### src/rtl/uno_ctrl_if.sv
// uno_ctrl_if: job request, coefficient-table write and PE control bundle.
// Latency: none, this is wiring only.
// Backpressure: req_valid/req_ready for jobs; cfg writes and PE pins are unflow-controlled.
//
// Signals:
//   req_valid/req_ready/req_op/req_len : job request handshake (requester -> controller)
//   cfg_we/cfg_op/cfg_idx/cfg_data     : coefficient table write port (requester -> controller)
//   pe_op/pe_first_cycle/pe_last_cycle/pe_acc_en/pe_coeff/pe_step_valid : PE control (controller -> PE)
//   busy/done                          : job status (controller -> requester)
// Optional macro UNO_CTRL_ABORT_EN adds abort (requester -> controller) and aborted
// (controller -> requester).
interface uno_ctrl_if #(
    parameter int BW    = 12,
    parameter int LEN_W = 8
);
    logic             req_valid;
    logic             req_ready;
    logic [1:0]       req_op;
    logic [LEN_W-1:0] req_len;

    logic             cfg_we;
    logic [1:0]       cfg_op;
    logic [2:0]       cfg_idx;
    logic [BW-1:0]    cfg_data;

    logic [1:0]       pe_op;
    logic             pe_first_cycle;
    logic             pe_last_cycle;
    logic             pe_acc_en;
    logic [BW-1:0]    pe_coeff;
    logic             pe_step_valid;

    logic             busy;
    logic             done;

`ifdef UNO_CTRL_ABORT_EN
    logic             abort;
    logic             aborted;

    modport master (
        output req_valid, req_op, req_len,
        output cfg_we, cfg_op, cfg_idx, cfg_data,
        output abort,
        input  req_ready,
        input  pe_op, pe_first_cycle, pe_last_cycle, pe_acc_en, pe_coeff, pe_step_valid,
        input  busy, done, aborted
    );

    modport slave (
        input  req_valid, req_op, req_len,
        input  cfg_we, cfg_op, cfg_idx, cfg_data,
        input  abort,
        output req_ready,
        output pe_op, pe_first_cycle, pe_last_cycle, pe_acc_en, pe_coeff, pe_step_valid,
        output busy, done, aborted
    );
`else
    modport master (
        output req_valid, req_op, req_len,
        output cfg_we, cfg_op, cfg_idx, cfg_data,
        input  req_ready,
        input  pe_op, pe_first_cycle, pe_last_cycle, pe_acc_en, pe_coeff, pe_step_valid,
        input  busy, done
    );

    modport slave (
        input  req_valid, req_op, req_len,
        input  cfg_we, cfg_op, cfg_idx, cfg_data,
        output req_ready,
        output pe_op, pe_first_cycle, pe_last_cycle, pe_acc_en, pe_coeff, pe_step_valid,
        output busy, done
    );
`endif
endinterface

### src/rtl/uno_ctrl.sv
// uno_ctrl: one-job-at-a-time sequencer driving the uno PE control pins (MAC and div/exp/log Horner runs).
// Latency: accept in c0, RUN c1..cN, DRAIN MAC_LAT cycles, done pulse in cN+MAC_LAT+1; all outputs registered.
// Backpressure: req_ready only in IDLE; requests while busy are dropped, not queued. Table writes never stall.
//
// Ports:
//   clk   : clock
//   rst_n : asynchronous reset, active low (clears FSM, outputs and coefficient table)
//   bus   : uno_ctrl_if.slave (job request, coefficient writes, PE control, busy/done)
// Optional macro UNO_CTRL_ABORT_EN: enables bus.abort / bus.aborted. With abort high in
// RUN or DRAIN the job is dropped, PE controls return to zero and aborted pulses once.
module uno_ctrl #(
    parameter int BW      = 12,
    parameter int TERMS   = 4,
    parameter int LEN_W   = 8,
    parameter int MAC_LAT = 1
) (
    input  logic      clk,
    input  logic      rst_n,
    uno_ctrl_if.slave bus
);

    typedef enum logic [1:0] {
        S_IDLE  = 2'd0,
        S_RUN   = 2'd1,
        S_DRAIN = 2'd2,
        S_DONE  = 2'd3
    } state_t;

    localparam logic [1:0]       OP_MAC     = 2'b00;
    localparam logic [LEN_W-1:0] TERMS_LAST = LEN_W'(TERMS - 1);
    localparam logic [1:0]       DRAIN_LAST = 2'(MAC_LAT - 1);
    localparam logic [3:0]       TERMS_4B   = 4'(TERMS);

    // ------------------------------------------------------------------
    // Sequencing state
    // ------------------------------------------------------------------
    state_t           state, state_nx;
    logic [LEN_W-1:0] k_q, k_nx;          // step index within RUN
    logic [LEN_W-1:0] last_q, last_nx;    // N-1 of the active job
    logic [1:0]       drain_q, drain_nx;  // DRAIN cycle counter
    logic [1:0]       op_q, op_nx;        // latched job op
    logic             abort_hit;

    // Registered outputs and their next values
    logic [1:0]       pe_op_r, pe_op_nx;
    logic             first_r, first_nx;
    logic             last_r, last_flag_nx;
    logic             acc_r, acc_nx;
    logic [BW-1:0]    coeff_r, coeff_nx;
    logic             step_r, step_nx;
    logic             busy_r, busy_nx;
    logic             done_r, done_nx;

    // ------------------------------------------------------------------
    // Coefficient table. Storage is 4 x 8 so the 3-bit index always
    // addresses a real entry; entries at or above TERMS are never written
    // and stay at their reset value.
    // ------------------------------------------------------------------
    logic [BW-1:0] tbl [0:3][0:7];
    logic          cfg_ok;
    logic [BW-1:0] tbl_rd;
    logic          cfg_bypass;

    assign cfg_ok = bus.cfg_we && ({1'b0, bus.cfg_idx} < TERMS_4B);

    always_ff @(posedge clk or negedge rst_n) begin
        if (!rst_n) begin
            for (int r = 0; r < 4; r++) begin
                for (int i = 0; i < 8; i++) begin
                    tbl[r][i] <= '0;
                end
            end
        end else if (cfg_ok) begin
            tbl[bus.cfg_op][bus.cfg_idx] <= bus.cfg_data;
        end
    end

`ifdef UNO_CTRL_ABORT_EN
    logic aborted_r;

    assign abort_hit = bus.abort && ((state == S_RUN) || (state == S_DRAIN));

    always_ff @(posedge clk or negedge rst_n) begin
        if (!rst_n) begin
            aborted_r <= 1'b0;
        end else begin
            aborted_r <= abort_hit;
        end
    end

    assign bus.aborted = aborted_r;
`else
    assign abort_hit = 1'b0;
`endif

    // ------------------------------------------------------------------
    // FSM state register
    // ------------------------------------------------------------------
    always_ff @(posedge clk or negedge rst_n) begin
        if (!rst_n) begin
            state   <= S_IDLE;
            k_q     <= '0;
            last_q  <= '0;
            drain_q <= '0;
            op_q    <= OP_MAC;
        end else begin
            state   <= state_nx;
            k_q     <= k_nx;
            last_q  <= last_nx;
            drain_q <= drain_nx;
            op_q    <= op_nx;
        end
    end

    // ------------------------------------------------------------------
    // Next state
    // ------------------------------------------------------------------
    always_comb begin
        state_nx = state;
        k_nx     = k_q;
        last_nx  = last_q;
        drain_nx = drain_q;
        op_nx    = op_q;

        case (state)
            S_IDLE: begin
                if (bus.req_valid) begin
                    op_nx    = bus.req_op;
                    k_nx     = '0;
                    state_nx = S_RUN;
                    if (bus.req_op == OP_MAC) begin
                        // A zero-length MAC job still runs one step.
                        last_nx = (bus.req_len == '0) ? '0 : (bus.req_len - LEN_W'(1));
                    end else begin
                        last_nx = TERMS_LAST;
                    end
                end
            end
            S_RUN: begin
                if (k_q == last_q) begin
                    drain_nx = '0;
                    state_nx = S_DRAIN;
                end else begin
                    k_nx = k_q + LEN_W'(1);
                end
            end
            S_DRAIN: begin
                if (drain_q == DRAIN_LAST) begin
                    state_nx = S_DONE;
                end else begin
                    drain_nx = drain_q + 2'd1;
                end
            end
            S_DONE: begin
                state_nx = S_IDLE;
            end
            default: begin
                state_nx = S_IDLE;
            end
        endcase

        if (abort_hit) begin
            state_nx = S_IDLE;
        end
    end

    // ------------------------------------------------------------------
    // Next outputs, decoded from the next state so every pin can be a flop.
    // The coefficient for step k_nx is read one cycle early; a write landing
    // on that same entry at this edge is forwarded so it is seen immediately.
    // ------------------------------------------------------------------
    assign tbl_rd     = tbl[op_nx][k_nx[2:0]];
    assign cfg_bypass = cfg_ok && (bus.cfg_op == op_nx) &&
                        ({{(LEN_W-3){1'b0}}, bus.cfg_idx} == k_nx);

    always_comb begin
        pe_op_nx     = 2'b00;
        first_nx     = 1'b0;
        last_flag_nx = 1'b0;
        acc_nx       = 1'b0;
        coeff_nx     = '0;
        step_nx      = 1'b0;
        busy_nx      = 1'b0;
        done_nx      = 1'b0;

        if (state_nx != S_IDLE) begin
            pe_op_nx = op_nx;
            busy_nx  = 1'b1;
        end

        if (state_nx == S_RUN) begin
            step_nx      = 1'b1;
            first_nx     = (k_nx == '0);
            last_flag_nx = (k_nx == last_nx);
            if (op_nx == OP_MAC) begin
                acc_nx = (k_nx != '0);
            end else begin
                coeff_nx = cfg_bypass ? bus.cfg_data : tbl_rd;
            end
        end

        if (state_nx == S_DONE) begin
            done_nx = 1'b1;
        end
    end

    always_ff @(posedge clk or negedge rst_n) begin
        if (!rst_n) begin
            pe_op_r <= 2'b00;
            first_r <= 1'b0;
            last_r  <= 1'b0;
            acc_r   <= 1'b0;
            coeff_r <= '0;
            step_r  <= 1'b0;
            busy_r  <= 1'b0;
            done_r  <= 1'b0;
        end else begin
            pe_op_r <= pe_op_nx;
            first_r <= first_nx;
            last_r  <= last_flag_nx;
            acc_r   <= acc_nx;
            coeff_r <= coeff_nx;
            step_r  <= step_nx;
            busy_r  <= busy_nx;
            done_r  <= done_nx;
        end
    end

    // ------------------------------------------------------------------
    // Output mapping
    // ------------------------------------------------------------------
    assign bus.req_ready      = (state == S_IDLE);
    assign bus.pe_op          = pe_op_r;
    assign bus.pe_first_cycle = first_r;
    assign bus.pe_last_cycle  = last_r;
    assign bus.pe_acc_en      = acc_r;
    assign bus.pe_coeff       = coeff_r;
    assign bus.pe_step_valid  = step_r;
    assign bus.busy           = busy_r;
    assign bus.done           = done_r;

endmodule

### src/flat_wrapper.sv
// flat-port wrapper written by rule: the top's interface ports become plain ports
module uno_ctrl_flat 
#(
    parameter int BW      = 12,
    parameter int TERMS   = 4,
    parameter int LEN_W   = 8,
    parameter int MAC_LAT = 1
)
  (clk, rst_n, bus_req_valid, bus_req_op, bus_req_len, bus_cfg_we, bus_cfg_op, bus_cfg_idx, bus_cfg_data, bus_req_ready, bus_pe_op, bus_pe_first_cycle, bus_pe_last_cycle, bus_pe_acc_en, bus_pe_coeff, bus_pe_step_valid, bus_busy, bus_done);
  uno_ctrl_if #(.BW(BW), .LEN_W(LEN_W)) bus_i ();
  input  logic clk;
  input  logic rst_n;
  input wire logic [$bits(bus_i.req_valid)-1:0] bus_req_valid;
  input wire logic [$bits(bus_i.req_op)-1:0] bus_req_op;
  input wire logic [$bits(bus_i.req_len)-1:0] bus_req_len;
  input wire logic [$bits(bus_i.cfg_we)-1:0] bus_cfg_we;
  input wire logic [$bits(bus_i.cfg_op)-1:0] bus_cfg_op;
  input wire logic [$bits(bus_i.cfg_idx)-1:0] bus_cfg_idx;
  input wire logic [$bits(bus_i.cfg_data)-1:0] bus_cfg_data;
  output wire logic [$bits(bus_i.req_ready)-1:0] bus_req_ready;
  output wire logic [$bits(bus_i.pe_op)-1:0] bus_pe_op;
  output wire logic [$bits(bus_i.pe_first_cycle)-1:0] bus_pe_first_cycle;
  output wire logic [$bits(bus_i.pe_last_cycle)-1:0] bus_pe_last_cycle;
  output wire logic [$bits(bus_i.pe_acc_en)-1:0] bus_pe_acc_en;
  output wire logic [$bits(bus_i.pe_coeff)-1:0] bus_pe_coeff;
  output wire logic [$bits(bus_i.pe_step_valid)-1:0] bus_pe_step_valid;
  output wire logic [$bits(bus_i.busy)-1:0] bus_busy;
  output wire logic [$bits(bus_i.done)-1:0] bus_done;
  assign bus_i.req_valid = bus_req_valid;
  assign bus_i.req_op = bus_req_op;
  assign bus_i.req_len = bus_req_len;
  assign bus_i.cfg_we = bus_cfg_we;
  assign bus_i.cfg_op = bus_cfg_op;
  assign bus_i.cfg_idx = bus_cfg_idx;
  assign bus_i.cfg_data = bus_cfg_data;
  assign bus_req_ready = bus_i.req_ready;
  assign bus_pe_op = bus_i.pe_op;
  assign bus_pe_first_cycle = bus_i.pe_first_cycle;
  assign bus_pe_last_cycle = bus_i.pe_last_cycle;
  assign bus_pe_acc_en = bus_i.pe_acc_en;
  assign bus_pe_coeff = bus_i.pe_coeff;
  assign bus_pe_step_valid = bus_i.pe_step_valid;
  assign bus_busy = bus_i.busy;
  assign bus_done = bus_i.done;
  uno_ctrl #(.BW(BW), .TERMS(TERMS), .LEN_W(LEN_W), .MAC_LAT(MAC_LAT)) u_core (.clk(clk), .rst_n(rst_n), .bus(bus_i));
endmodule
### config.mk
export PLATFORM = sky130hd
export DESIGN_NAME = uno_ctrl_flat
export DESIGN_NICKNAME = d
export VERILOG_FILES = /design/src/rtl/uno_ctrl_if.sv /design/src/rtl/uno_ctrl.sv /design/src/flat_wrapper.sv
export SDC_FILE = /design/constraint.sdc
export NUM_CORES = 1
export LEC_CHECK = 0
export CAP_MARGIN = 5
export CELL_PAD_IN_SITES_DETAIL_PLACEMENT = 1
export CELL_PAD_IN_SITES_GLOBAL_PLACEMENT = 2
export CORE_MARGIN = 10
export CORE_UTILIZATION = 40
export DETAILED_ROUTE_END_ITERATION = 16
export PLACE_DENSITY_LB_ADDON = 0.1
export SLEW_MARGIN = 25
export SYNTH_ARGS = -nofsm -noshare
export SYNTH_HDL_FRONTEND = slang
export SYNTH_SLANG_ARGS = --single-unit
### constraint.sdc
create_clock -name clk -period 3.49 [get_ports clk]
set_input_delay 0.698 -clock clk [delete_from_list [all_inputs] [get_ports clk]]
set_output_delay 0.698 -clock clk [all_outputs]
set_load 0.05 [all_outputs]
==> run metrics <==
status completed; asr flop ratio synth 1.00; multi-input combinational cell area 0.00639 mm2; Max Slew Vio Count 0; crit path max fanout 18; Root Buffer clkbuf_16; Syn. warnings 0; CTS Buffer Depth 3; row cnt 78; Fin Hold WS 84.1 ps; placed cell count 2296; FMAX 305 MHz; hpwl dp 35500 um; reg2reg start u_core.k_q[0]; antenna violations before repair 2; Post-CTS Setup Bufs 0; sequential cell area 0.0107 mm2; starting density of the core 0.404; layout cells sized above 1 0.168; Post-synth EDFFs 0; global-route wire length before repair 85400 um; final std cells w/o fill 2385; nets 1781; clk_skew 14.5 ps; Mapped Cells 1840; Num CTS Buffers 48; Die W 234 um; Yosys reg bits 426; CP Class reg -> reg; max-cap violations 0; num ports 52; LEAKAGE 9.55 nW; grt ovf 0; global route hottest layer met2; Clock transition at path regs 60 ps; FF-to-FF path depth 10; Logic pwr share 0.105; DRC Markers 0; Critical Path RT 3940 ps; synthesis-to-finish area growth 16.2%; Post-Place Worst Slack -119 ps; grt met2 use 0.322; setup slack after layout 214 ps; Synth top area share 0.582; synthesized area 0.0183 mm2; met1 GRT Util 0.285; sequential share of power 0.460; Main synth FF type dfrtp_1; synth top area cells dfrtp_1 (58%), nand2_1 (7.3%), clkbuf_1 (6.0%); cell taking the most area after synthesis dfrtp_1; Final Util 0.470; crit share post-route 0.939; WP data arrival 3720 ps; Final Hold Viols 0; RSZ-0062 raised after global routing false; final wirelength 54400 um; antenna-violating nets left 0; min Tclk post-route 3280 ps; DRT Pass-1 Iters 5; clock network fraction of total power 0.435; initial DRC count 834; flop-to-flop setup slack 210 ps; CTS tree done; Post-Syn Nets 1875; core box area 0.0453 mm2; number of fill cells in the layout 4901; Setup crit end kind flip-flop; Critical Path Source Type flip-flop; Port-buffer cells 51; Critical Path Source u_core.k_q[0]; Die Span Y 234 um; CTS HTree Levels 2; DR WL/cell 22.8 um; Vias/cell 5.30; Hold WC Path Type in -> async; die area 0.0547 mm2; syn_area_per_cell 9.95 um2; number of endpoints failing setup at the final stage 0; Yosys cell types 51; gpl congestion 0.770; GRT Total Usage 0.204; CP Capture Point u_core.bus.pe_coeff[7]; cts repair resizes 0; largest net degree at the start of global routing 64; via count 12600; top-count cell post-synth dfrtp_1; Synth top cells by count dfrtp_1 (426), nand2_1 (354), clkbuf_1 (291); worst skew pair latency 590 ps; P_int 9.11 mW; register area share after synthesis 0.582; switching pwr 3.07 mW; Slew @ Worst Pin 593 ps; sw frac 0.252; clock tree sinks 426; Power Dens Cells 573 mW/mm2; met3 GRT Util 0.0378; number of global-route vias before repair 13600; Max VDD drop 0.401 mV; Reg-to-Reg End u_core.bus.pe_coeff[7]; cts hold-fix bufs 0; Slew headroom 0.605
-- sequential cells by signal, indices dropped and copies added, names as in the netlist --
name                       count
u_core.k_q                     8
u_core.state                   2
u_core.last_q                  8
u_core.bus.pe_coeff           12
u_core.bus.pe_acc_en           1
u_core.bus.pe_step_valid       1
u_core.bus.pe_last_cycle       1
u_core.op_q                    2
u_core.bus.pe_op               2
u_core.tbl                   384
u_core.bus.pe_first_cycle      1
u_core.bus.busy                1
u_core.drain_q                 2
u_core.bus.done                1
-- worst min-delay path by stage --
stage	from	end	slack, ps	cells past startpoint
after floorplan	rst_n	u_core.bus.busy	400	0
after global placement	u_core.tbl[23]	u_core.tbl[23]	360	0
after detailed placement	u_core.tbl[105]	u_core.tbl[105]	370	0
after CTS	rst_n	u_core.last_q[7]	80	1
after global routing	rst_n	u_core.last_q[7]	100	1
final	rst_n	u_core.last_q[7]	80	1
-- cell families after synthesis --
logic type               synth area share
XOR/XNOR                           0.0110
multiplexers                       0.0811
buffers and inverters              0.0714
AND/OR/NAND/NOR                    0.0972
AO/OA/AOI/OAI                       0.154
flip-flops                          0.582
adder cells (fa/ha/maj)           0.00273
-- worst max-delay path: stages (launching register included) --
cell and delay, ps:
dfrtp_1 500, xnor2_1 320, and4_1 480, nand2_1 290, a22o_4 340, buf_12 180, buf_12 170, mux2i_1 340
o22ai_1 150, a211oi_1 290, a211oi_2 60
-- cell type report --
class                   instances  share of cell area
clock buffers                  67              0.0645
clock inverters                21              0.0134
diodes                          1            0.000118
multi-input cells            1075               0.300
repair buffers                170              0.0804
well taps                     600              0.0353
flip-flops and latches        426               0.501
inverters                      25             0.00476
-- cells in the final DEF, fill, tap and decap left out, types with 14 or more instances in the layout --
cell               n
o22ai_1           14
clkbuf_16         48
xnor2_1           19
a211oi_1          15
mux2i_1           63
a21oi_1          199
buf_4             95
mux2_2            74
inv_1             22
a22oi_1           96
clkdlybuf4s50_1   50
o21ai_0          135
buf_12            24
nor2_1            17
dfrtp_1          426
nand2_1          354
-- per-stage QoR --
step / TNS, ps / instance area [um2] / total power [mW]
final: 0 / 21300 / 12.2
after global routing: 0 / 21300 / 12.8
after CTS: 0 / 21300 / 12.3
after detailed placement: -799 / 19600 / 6.98
after global placement: -318 / 19600 / 6.93
after floorplan: 0 / 18300 / 6.36
-- routing by layer --
layer | share of wire | up-vias
met3 | 0.043 | 67
li1 | - | 5953
met4 | 0.021 | 0
met5 | 0 | -
met2 | 0.46 | 203
met1 | 0.48 | 6417
-- power by group through the flow --
stage,sequential [mW],clock (mW),combinational (mW)
floorplan,5.64,0,0.716
global placement,5.68,0,1.26
detailed placement,5.69,0,1.29
CTS,5.61,5.44,1.30
global route,5.66,5.67,1.44
finish,5.61,5.30,1.28
Power figures use the tool's default switching activity.
==> edit 1, RTL diff (same settings) <==
Re-encode `state_t` (4 states) as Gray code, 2 bits wide.
--- a/src/rtl/uno_ctrl.sv
+++ b/src/rtl/uno_ctrl.sv
@@ -22,6 +22,6 @@
     typedef enum logic [1:0] {
-        S_IDLE  = 2'd0,
-        S_RUN   = 2'd1,
-        S_DRAIN = 2'd2,
-        S_DONE  = 2'd3
+        S_IDLE  = 2'b00,
+        S_RUN   = 2'b01,
+        S_DRAIN = 2'b11,
+        S_DONE  = 2'b10
     } state_t;
Check against the original RTL: no difference found for any inputs over 4 cycles, from zero or initial values and one cycle with rst_n low; so few cycles prove little.
==> edit 1 against the original RTL <==
  * Count of clock-buffer cells in the layout is 1 higher
  * Critical path depth unchanged
  * Routed wire length is 8.5% lower
  * Setup slack improved by 0.24 ns
  * Clock skew is 0.0043 ns higher
  * Synthesized area rose by 2.8%
  * Sequential cell count stayed put
  * Critical path type unchanged
  * Core utilization decreased by 0.62 points
  * Cell area up 1.4%
  * First-iteration DRC count decreased by 22%
Power is not compared: it rests on default switching activity, and its combinational part moved more than twofold at a synthesized area within 25%.
==> edit 1: results (changes against the original RTL) <==
- Outcome: finished clean
- Port bufs: 51 (unchanged)
- Net Sw Frac: between 30% and 40%
- Final Hold Slack: 0.1384 ns (+0.05429 ns)
- Buffer type at the clock tree root: sky130_fd_sc_hd__clkbuf_16
- Maximum frequency from static timing analysis: 328.8 MHz (+7.7%)
- Number of warnings reported in the yosys synthesis log: 0 (unchanged)
- Number of unique standard cell types used by synthesis: 53 (+3.9%)
- Sum of net half-perimeters after detailed placement: 31.99 mm (-10%)
- Number of failing setup endpoints in the final timing report: 0 (unchanged)
- Initial antenna violation count: 1 (-1)
- Via count of the first global-routing pass: 12833 (-5.8%)
- Filler cells: 4740 (-3.3%)
- Largest net degree at the start of global routing: 76 (+19%)
- Critical-path maximum fanout: 53 (+35)
- Min-delay worst type: input pin to asynchronous set/reset pin
- Net count after synthesis: 1705 (-9.1%)
- Post-placement worst setup slack: -0.05894 ns (+0.06038 ns)
- Leading post-synthesis cells by cell area: sky130_fd_sc_hd__dfrtp_1 (57%), sky130_fd_sc_hd__mux2_2 (11%), sky130_fd_sc_hd__mux2i_1 (8.3%), sky130_fd_sc_hd__nand2_1 (5.0%), sky130_fd_sc_hd__clkbuf_1 (4.9%)
- Number of levels the H-tree was split into: 2 (unchanged)
- Fraction of the yosys area taken by sequential cells: 56.64% (-1.6 points)
- First-pass iteration count of the detailed router: 4 (-1)
- Flip-flop count of the largest register after layout: 384 (unchanged)
- Largest vdd supply drop: roughly 0.59 mV
- Critical path destination: u_core.bus.pe_coeff[8]
- Postcts setup bufs: 0 (unchanged)
- Antenna Diode Count: 0 (-1)
- Post-cts repair resize count: 0 (unchanged)
- Proportion of layout cells with a drive suffix above 1: 24.02% (+7.3 points)
- Placer Congestion: 0.7385 (-4.1%)
- Flop2flop setup slack: 0.45 ns (+0.24 ns)
- Detail-routed via count per cell: 5.200 (-1.9%)
- Total wire length after detailed routing: 49.82 mm (-8.5%)
- Clock-pin slew on the worst setup and hold paths: 0.06 ns (about the same)
- Register-to-Register Path Depth: 10 (unchanged)
- CTS buffer count: 48 (unchanged)
- Type of element launching the critical path: flop
- Commonest cells in the netlist: sky130_fd_sc_hd__dfrtp_1 (426), sky130_fd_sc_hd__nand2_1 (250), sky130_fd_sc_hd__clkbuf_1 (245)
- Worst EP arrival: 3.49 ns (-0.23 ns)
- Total track usage: 17.91% (-2.5 points)
- Number of DRC markers in iteration 0: 650 (-22%)
- Tightest Pin Transition: 0.8918 ns (+0.2987 ns)
- Wire length of the first global-routing pass: 78.94 mm (-7.6%)
- Final net count: 1605 (-9.9%)
- Startpoint of the lowest-slack register-to-register path: u_core.k_q[2]
- Setup Skew: 0.01873 ns (+0.004252 ns)
- Max Root-Sink Buffers: 3 (unchanged)
==> edit 1: how the worst min path moves through the flow <==
stage,end,depth (start not counted)
floorplan,u_core.bus.busy,0
global placement,u_core.tbl[288],0
detailed placement,u_core.tbl[303],0
CTS,u_core.bus.pe_last_cycle,1
global route,u_core.bus.pe_last_cycle,1
finish,u_core.bus.pe_last_cycle,1
==> edit 1: per-layer routing <==
layer,track usage [%],up-vias,routed length (µm)
met5,0,-,0
met4,4.536,0,947
met3,2.408,68,1369
met2,30.05,124,24200
met1,23.94,5936,23300
li1,-,5384,-
==> edit 1: area by class of cell <==
type                       count  area share (%)
sequential                   426           49.41
multi-input combinational    935           31.90
timing repair buffer         145           6.993
clock buffer                  68           6.669
tap                          607           3.520
clock inverter                19           1.235
inverter                      14          0.2783
==> edit 1: cell families after synthesis <==
family | after synthesis | synth area share (%)
fa+ha+maj | 4 | 0.2659
simple gates | 414 | 9.739
xor+xnor | 25 | 1.243
buf+inv | 309 | 6.914
flops | 426 | 56.64
compound gates | 141 | 5.166
mux | 351 | 20.03
==> edit 1: power groups by stage <==
| stage | registers, W | clock network (W) | logic, W |
|---|---|---|---|
| after floorplan | 0.00611 | 0 | 0.00464 |
| after global placement | 0.00601 | 0 | 0.00751 |
| after detailed placement | 0.00603 | 0 | 0.00759 |
| after CTS | 0.00594 | 0.00556 | 0.00761 |
| after global routing | 0.00602 | 0.00578 | 0.00815 |
| final | 0.00595 | 0.00539 | 0.00748 |
==> edit 1: worst max-delay path, stage by stage, from the launching register on <==
cell and delay, ns:
sky130_fd_sc_hd__dfrtp_1 0.50, sky130_fd_sc_hd__xnor2_2 0.18, sky130_fd_sc_hd__and4_1 0.33, sky130_fd_sc_hd__a2111oi_4 0.38, sky130_fd_sc_hd__a311o_2 0.22, sky130_fd_sc_hd__buf_12 0.31, sky130_fd_sc_hd__buf_4 0.28, sky130_fd_sc_hd__a311oi_1 0.07
sky130_fd_sc_hd__a311o_1 0.34, sky130_fd_sc_hd__a31oi_1 0.17, sky130_fd_sc_hd__a21oi_1 0.09
==> edit 1: through the flow <==
stage               std cells  setup TNS, ns  total power (W)  cell area [µm²]  utilization (%)
floorplan                1670              0          0.01075            18820                -
global placement         2127       -0.03650          0.01352            19870            42.68
detailed placement       2127        -0.1097          0.01361            19870            42.68
CTS                      2214              0          0.01911            21580            46.35
global route             2214              0          0.01994            21580            46.35
finish                   2214              0          0.01881            21580            46.35
==> edit 2, RTL diff (same flow settings) <==
Without the edit above. `BW` is set to 12 in 3 places; all go to 10.
--- a/src/rtl/uno_ctrl_if.sv
+++ b/src/rtl/uno_ctrl_if.sv
@@ -12,3 +12,3 @@
 interface uno_ctrl_if #(
-    parameter int BW    = 12,
+    parameter int BW    = 10,
     parameter int LEN_W = 8
--- a/src/rtl/uno_ctrl.sv
+++ b/src/rtl/uno_ctrl.sv
@@ -11,3 +11,3 @@
 module uno_ctrl #(
-    parameter int BW      = 12,
+    parameter int BW      = 10,
     parameter int TERMS   = 4,
--- a/src/flat_wrapper.sv
+++ b/src/flat_wrapper.sv
@@ -3,3 +3,3 @@
 #(
-    parameter int BW      = 12,
+    parameter int BW      = 10,
     parameter int TERMS   = 4,
Ports: changed (resized bus_cfg_data and bus_pe_coeff); port bits go from 52 to 48. The function was not compared with the original's and may differ.
==> edit 2 against the original RTL <==
  * Cell area decreased by 14%
  * Cell count decreased by 19%
  * Critical path depth increased by 2
  * Global-route usage is 1.3 points lower
  * Register-to-register slack better by 0.12 ns
  * Sequential cell count down 66
  * Highest routed layer unchanged
  * Setup slack better by 0.057 ns
  * Synthesized area fell by 14%
  * Worst hold slack better by 0.054 ns
  * Critical path type is now input pin to flop
  * Routed wire length is 18% lower
Power is not compared: it rests on default switching activity, and its combinational part moved more than twofold at a synthesized area within 25%.
==> edit 2: results (changes against the original RTL) <==
- Met1 Usage GRT: 25.94% (-2.6 points)
- Flop2flop setup slack: 0.33 ns (+0.12 ns)
- Number of DRC markers in iteration 0: 573 (-31%)
- Proportion of layout cells with a drive suffix above 1: 25.00% (+8.2 points)
- Multi-input comb cells: 815 (-24%)
- Sum of net half-perimeters after detailed placement: 30.13 mm (-15%)
- Share of the clock period used by the worst path: 92.25% (-1.6 points)
- Filler cells: 4033 (-18%)
- Wirelength per Cell: 23.08 µm (+1.1%)
- WL met2: 21.16 mm (-16%)
- Highest-delay cell along the critical path: sky130_fd_sc_hd__o22ai_1
- Leading post-synthesis cells by cell area: sky130_fd_sc_hd__dfrtp_1 (58%), sky130_fd_sc_hd__mux2_2 (12%), sky130_fd_sc_hd__a21oi_1 (5.6%), sky130_fd_sc_hd__clkbuf_1 (5.2%), sky130_fd_sc_hd__nand2_1 (4.6%)
- Met3 Resource Use GR: 3.343% (-0.44 points)
- Clk_buf instances: 63 (-6.0%)
- Number of unique standard cell types used by synthesis: 56 (+9.8%)
- Initial antenna violation count: 0 (-2)
- Met2 track demand over resource: 30.88% (-1.3 points)
- Detail-routed via count per cell: 5.371 (+1.3%)
- Wire length on met1: 20.88 mm (-19%)
- Fraction of the yosys area taken by sequential cells: 57.51% (-0.74 points)
- Via count of the first global-routing pass: 11460 (-16%)
- Worst EP arrival: 3.70 ns (-0.02 ns)
- First-pass iteration count of the detailed router: 4 (-1)
- Max-cap violation count: 0 (unchanged)
- Signal buf overhead: 7.671% (-0.36 points)
- Non-CTS inverters: 13 (-48%)
- Post-placement worst setup slack: -0.3208 ns (-0.2015 ns)
- Net count after synthesis: 1467 (-22%)
- Critical-path maximum fanout: 36 (+18)
- Beginning of the critical path: bus_req_valid
- Combined area of the multi-input logic cells: 0.005675 mm² (-11%)
- End of the worst register-to-register path: u_core.bus.pe_coeff[5]
- Largest net degree at the start of global routing: 79 (+23%)
- Buffers excl. clock: 153 (-10%)
- Clock latency reported for the late side of the worst-skew pair: 0.55 ns (-0.04 ns)
- Port bufs: 47 (-7.8%)
- Antenna Diode Count: 0 (-1)
- Placer Congestion: 0.7969 (+3.5%)
- Clock buffers and inverters, area share: 7.809% (+0.014 points)
- # placed instances: 1859 (-19%)
- Tightest Pin Transition: 0.8712 ns (+0.2782 ns)
- Critical path destination: u_core.bus.pe_coeff[2]
- Setup Skew: 0.008154 ns (-0.006324 ns)
- Startpoint of the lowest-slack register-to-register path: u_core.k_q[1]
- Number of storage elements in the synthesis netlist: 360 (-15%)
- Commonest cells in the netlist: sky130_fd_sc_hd__dfrtp_1 (360), sky130_fd_sc_hd__clkbuf_1 (217), sky130_fd_sc_hd__nand2_1 (193)
- Total wire length after detailed routing: 44.63 mm (-18%)
- Outcome: finished clean
- FF/Latch Area: 0.009009 mm² (-15%)
- Detailed-routed wire length on met3: 1.556 mm (-33%)
- Top delay family on crit path: buffers and inverters
- Flip-flop count of the largest register after layout: 320 (-17%)
- Wire length of the first global-routing pass: 70.55 mm (-17%)
edit 2: cell count changes after synthesis, moves of 24 or more:
cell,before,now
sky130_fd_sc_hd__nand2_1,354,193
sky130_fd_sc_hd__o21ai_0,136,8
sky130_fd_sc_hd__mux2_2,74,161
sky130_fd_sc_hd__clkbuf_1,291,217
sky130_fd_sc_hd__dfrtp_1,426,360
sky130_fd_sc_hd__mux2i_1,65,27
sky130_fd_sc_hd__a22oi_1,96,62
sky130_fd_sc_hd__a21oi_1,199,175
edit 2: kinds of logic after synthesis:
family / count (synthesis) / share of synthesized area (%)
flip-flops: 360 / 57.51
AO/OA/AOI/OAI: 333 / 13.27
AND/OR/NAND/NOR: 261 / 7.348
buffers and inverters: 259 / 6.517
multiplexers: 190 / 13.47
XOR/XNOR: 27 / 1.558
adder cells (fa/ha/maj): 4 / 0.3195
edit 2: stage by stage:
step / area (µm²) / TNS, ns / utilization (%) / hold slack, ns
floorplan: 15670 / 0 / - / 0.4024
global placement: 16780 / -1.666 / 43.42 / 0.3646
detailed placement: 16780 / -1.980 / 43.42 / 0.3665
CTS: 18200 / 0 / 47.10 / 0.1484
global route: 18200 / 0 / 47.10 / 0.1719
finish: 18200 / 0 / 47.10 / 0.1380
edit 2: worst min-delay path by stage:
stage               depth (start not counted)               to             from  slack, ns
floorplan                                   0  u_core.bus.busy            rst_n       0.40
global placement                            0   u_core.tbl[37]   u_core.tbl[37]       0.36
detailed placement                          0  u_core.tbl[101]  u_core.tbl[101]       0.37
CTS                                         1   u_core.tbl[82]            rst_n       0.15
global route                                1   u_core.tbl[80]            rst_n       0.17
finish                                      1  u_core.tbl[263]            rst_n       0.14
edit 2: power breakdown:
part,switching (W),internal [W]
clock network,0.00178,0.00272
logic,0.00443,0.00278
registers,0.000352,0.00472
total,0.00655,0.0102
